--- src/rtl/ec_control_unit.sv ---
// Fetch/decode/execute controller for the 8-bit accumulator processor.
// Optional single-step mode is enabled by defining CU_SINGLE_STEP_EN.
module ec_control_unit (
    input  logic       Clock,
    input  logic       Reset,
    input  logic       RamInit,
    input  logic [2:0] IR,
    input  logic       Aeq0,
    input  logic       Apos,
    input  logic       Enter,
`ifdef CU_SINGLE_STEP_EN
    input  logic       Step,
`endif
    output logic       IRload,
    output logic       JMPmux,
    output logic       PCload,
    output logic       Meminst,
    output logic       MemWr,
    output logic       Aload,
    output logic       Sub,
    output logic [1:0] Asel,
    output logic       Halt,
    output logic [3:0] State
);

    typedef enum logic [3:0] {
        S_IDLE  = 4'd0,
        S_FETCH = 4'd1,
        S_DEC   = 4'd2,
        S_LOAD  = 4'd3,
        S_STORE = 4'd4,
        S_ADD   = 4'd5,
        S_SUB   = 4'd6,
        S_INPUT = 4'd7,
        S_INREL = 4'd8,
        S_JZ    = 4'd9,
        S_JPOS  = 4'd10,
        S_HALT  = 4'd11,
        S_STEP  = 4'd12
    } state_t;

    state_t state_q, state_d;

`ifdef CU_SINGLE_STEP_EN
    localparam state_t POST_EXEC = S_STEP;
    logic step_q;

    always_ff @(posedge Clock or negedge Reset) begin
        if (!Reset) step_q <= 1'b0;
        else        step_q <= Step;
    end
`else
    localparam state_t POST_EXEC = S_FETCH;
`endif

    always_ff @(posedge Clock or negedge Reset) begin
        if (!Reset) state_q <= S_IDLE;
        else        state_q <= state_d;
    end

    always_comb begin
        state_d = state_q;
        IRload  = 1'b0;
        JMPmux  = 1'b0;
        PCload  = 1'b0;
        Meminst = 1'b0;
        MemWr   = 1'b0;
        Aload   = 1'b0;
        Sub     = 1'b0;
        Asel    = 2'b00;
        Halt    = 1'b0;
        case (state_q)
            S_IDLE:  state_d = S_FETCH;
            S_FETCH: begin
                IRload  = 1'b1;
                PCload  = 1'b1;
                state_d = S_DEC;
            end
            S_DEC: begin
                // Operand address goes to RAM now so RamQ is valid in the execute state
                Meminst = 1'b1;
                case (IR)
                    3'b000:  state_d = S_LOAD;
                    3'b001:  state_d = S_STORE;
                    3'b010:  state_d = S_ADD;
                    3'b011:  state_d = S_SUB;
                    3'b100:  state_d = S_INPUT;
                    3'b101:  state_d = S_JZ;
                    3'b110:  state_d = S_JPOS;
                    default: state_d = S_HALT;
                endcase
            end
            S_LOAD: begin
                Meminst = 1'b1;
                Asel    = 2'b10;
                Aload   = 1'b1;
                state_d = POST_EXEC;
            end
            S_STORE: begin
                Meminst = 1'b1;
                MemWr   = 1'b1;
                state_d = POST_EXEC;
            end
            S_ADD: begin
                Meminst = 1'b1;
                Aload   = 1'b1;
                state_d = POST_EXEC;
            end
            S_SUB: begin
                Meminst = 1'b1;
                Sub     = 1'b1;
                Aload   = 1'b1;
                state_d = POST_EXEC;
            end
            S_INPUT: begin
                Asel  = 2'b01;
                Aload = Enter;
                if (Enter) state_d = S_INREL;
            end
            // Wait for release so a held button loads only once
            S_INREL: if (!Enter) state_d = POST_EXEC;
            S_JZ: begin
                JMPmux  = 1'b1;
                PCload  = Aeq0;
                state_d = POST_EXEC;
            end
            S_JPOS: begin
                JMPmux  = 1'b1;
                PCload  = Apos;
                state_d = POST_EXEC;
            end
            S_HALT: begin
                Halt    = 1'b1;
                state_d = S_HALT;
            end
`ifdef CU_SINGLE_STEP_EN
            S_STEP: if (Step && !step_q) state_d = S_FETCH;
`endif
            default: state_d = S_IDLE;
        endcase
        if (RamInit) state_d = S_IDLE;
    end

    assign State = state_q;

endmodule

--- config.mk ---
export PLATFORM = sky130hd
export DESIGN_NAME = ec_control_unit
export DESIGN_NICKNAME = d
export VERILOG_FILES = /design/src/rtl/ec_control_unit.sv
export SDC_FILE = /design/constraint.sdc
export NUM_CORES = 1
export LEC_CHECK = 0
export CORE_AREA = 8 8 45 47
export CTS_CLUSTER_SIZE = 28
export DETAILED_ROUTE_END_ITERATION = 10
export DIE_AREA = 0 0 53 55
export PLACE_DENSITY = 0.66
export SLEW_MARGIN = 20
export SYNTH_ARGS = -nofsm -noshare
export SYNTH_HDL_FRONTEND = slang
export SYNTH_SLANG_ARGS = --single-unit
--- constraint.sdc ---
create_clock -name Clock -period 1.5 [get_ports Clock]
set_input_delay 0.375 -clock Clock [delete_from_list [all_inputs] [get_ports Clock]]
set_output_delay 0.375 -clock Clock [all_outputs]
set_load 0.1 [all_outputs]
==> metrics.md <==
| Metric | Value |
|---|---|
| Top-Level Pins | `23` |
| Pin slew with the least headroom to its limit | `0.267 ns` |
| Pwr Total | `2100 µW` |
| Average routed wire per standard cell | `17.3 µm` |
| Port-buffer cells | `22` |
| CTS Sinks | `4` |
| Max reg flops | `4` |
| Ys flop type | `dfrtp_1` |
| Min-Delay Path Class | `in2async` |
| Async set-reset flop share out of synthesis | `1.00` |
| Syn_nets | `69` |
| Max Fclk | `555 MHz` |
| Metal-1 WL | `822 µm` |
| CP Launch Type | `flip-flop` |
| Pre-CTS setup slack | `-0.319 ns` |
| Critical path, cell by cell | `buf_12 > nand2b_1 > nand3b_1 > a21oi_4 > buf_12` |
| Filler cells | `81` |
| Core area | `1380 µm²` |
| Routed Wire Length | `2080 µm` |
| Register area | `115 µm²` |
| DR vias | `641` |
| Initial antenna violation count | `0` |
| DR WL met2 | `1150 µm` |
| # Max-Cap Violations | `0` |
| CP most frequent cell | `buf_12` |
| Critical path type | `reg2out` |
| Area of the multi-input gates | `460 µm²` |
| # rows | `14` |
| Post-DP HPWL | `1280 µm` |
| Post-synth EDFFs | `0` |
| Period utilisation layout | `1.20` |
| Mapped cell area | `429 µm²` |
| DR DRC count | `0` |
| Sequential cell area fraction in the yosys report | `0.233` |
| H-Tree Level Count | `1` |
| Critical Path End Type | `output port` |
| Mapped Avg Cell Area | `7.15 µm²` |
| Worst clock skew | `0.00757 ns` |
| Crit-path max FO | `6` |
| Hold_buf cts | `0` |
| Vias in the first global route | `618` |
| ANT nets after route | `0` |
| # nets final | `115` |
| Slew Viols, Final | `0` |
| DIE WIDTH | `53 µm` |
| Setup Viol. Count Final | `14` |
| First-pass GRT wire length | `2990 µm` |
| Final Instance Count excl. Fillers | `120` |
| 1st-iter DRT viols | `9` |
| Hold Violations, Final | `0` |
| Die Span Y | `55 µm` |
| PwrDens | `1760 nW/µm²` |
| CP bufs+invs | `2` |
| RSZ-0062 raised after global routing | `yes` |
| Vias per cell | `5.34` |
| Status | `finished with violations` |
| Clk slew on worst S/H paths | `0.04 ns` |
| CP required | `1.12 ns` |
| Pin count of the biggest net entering global routing | `12` |
| Mapped Cells | `60` |
| Worst-Skew Late Latency | `0.25 ns` |
| Failing checks | `setup timing` |
| Metal3 WL | `86 µm` |
| Minimum clock period | `1.80 ns` |
| Max rail drop VDD | `0.00141 V` |
| Share of layout cells above drive strength 1 | `0.596` |
| Antenna diodes | `0` |
| Synth warn | `0` |
| Slowest CP cell | `dfrtp_4` |
| First-pass DRT Iterations | `4` |
| Num CTS Buffers | `3` |
| CTS max path bufs | `2` |
| Slowest cell delay on critical path | `0.49 ns` |
| Crit path DAT | `1.43 ns` |
| CTS tree | `built` |
| CTS Root Cell | `clkbuf_4` |
| Pleak | `0.000464 µW` |
| Post-Place Cells | `107` |
| Yosys cell types | `28` |
| Synth Register Bits | `4` |
| Gr usage total | `0.136` |
| Final GP Congestion | `0.793` |
| Highest Signal Layer | `met4` |
| Grt total ovfl | `0` |
| CP top delay family | `flip-flops` |
| Die area | `2920 µm²` |
| Relative slew slack | `0.821` |
| Area growth syn-to-layout | `178%` |
| Initial Util | `0.310` |
| Setup WS post-layout | `-0.303 ns` |
==> layout by cell type, fill, tap and decap left out, types with 2 or more instances in the layout <==
master and instances:
dfrtp_4 4, nor3_4 3, clkdlybuf4s50_1 8, nand3b_1 3
buf_12 16, nand2b_4 2, nor2_4 5, nand2_1 2
o21ai_1 3, nor2_1 4, clkbuf_4 3, nor3_1 2
nand2b_1 4, buf_6 4, buf_4 17, a21oi_1 5
==> Yosys cell counts, drive strengths merged (2+ instances only) <==
| cell type | count | area (µm²) |
|---|---|---|
| a21oi | 6 | 30.0 |
| buf | 3 | 17.5 |
| dfrtp | 4 | 100 |
| nand2 | 3 | 11.3 |
| nand2b | 6 | 37.5 |
| nand3b | 3 | 22.5 |
| nor2 | 9 | 33.8 |
| nor3 | 5 | 30.0 |
| nor3b | 2 | 15.0 |
| o21ai | 4 | 20.0 |
==> logic make-up (layout without fill, tap and decap cells) <==
group	after synthesis	after routing	synth area share
buffers and inverters	4	48	0.0496
muxes	1	1	0.0233
and+or+nand+nor	34	34	0.452
xor gates and xnor gates	2	2	0.0408
DFF	4	4	0.233
AOI/OAI and AO/OA	15	15	0.201
==> final timing paths <==
check	startpoint	depth (start not counted)	slack, ns	endpoint
worst min-delay path	Reset	1	0.33	State[2]$_DFFE_PN0P_
worst min register to register	State[2]$_DFFE_PN0P_	3	0.82	State[0]$_DFFE_PN0P_
max in group asynchronous	Reset	1	0.97	State[0]$_DFFE_PN0P_
worst max register to register	State[1]$_DFFE_PN0P_	5	-0.06	State[0]$_DFFE_PN0P_
min in group Clock	RamInit	2	0.78	State[2]$_DFFE_PN0P_
worst max-delay path	State[3]$_DFFE_PN0P_	5	-0.30	PCload
==> stage by stage <==
stage	TNS (ns)	hold slack [ns]	area, µm²	utilization
3_5_place_dp	-1.38	0.590	1030	0.747
5_1_grt	-3.45	0.348	1190	0.861
3_3_place_gp	-1.22	0.586	1030	0.747
2_1_floorplan	-5.66	0.0794	589	-
6_report	-2.86	0.331	1190	0.861
4_1_cts	-2.54	0.346	1140	0.823
==> cell type report <==
cell class              instances  share of cell area
well taps                      16              0.0168
repair buffers                 45               0.481
flip-flops and latches          4              0.0966
multi-input cells              52               0.387
clock buffers                   3              0.0189
==> per-layer routing <==
| metal | track usage | vias to the layer above |
|---|---|---|
| met5 | 0 | - |
| met4 | 0.0690 | 0 |
| met3 | 0.0214 | 3 |
| met2 | 0.232 | 17 |
| met1 | 0.161 | 312 |
| li1 | - | 309 |
==> timing repair <==
item                                    CTS  global route
buffers inserted                          5             5
resized for setup                        11             5
pin swaps                                 1             2
endpoints found under the setup margin   12            17
==> power breakdown <==
part	switching, µW	internal [µW]	leakage (µW)
clock network	54.9	90.2	0.0000138
logic	1010	711	0.000404
registers	86.6	153	0.0000467
(Power assumes the default switching activity.)
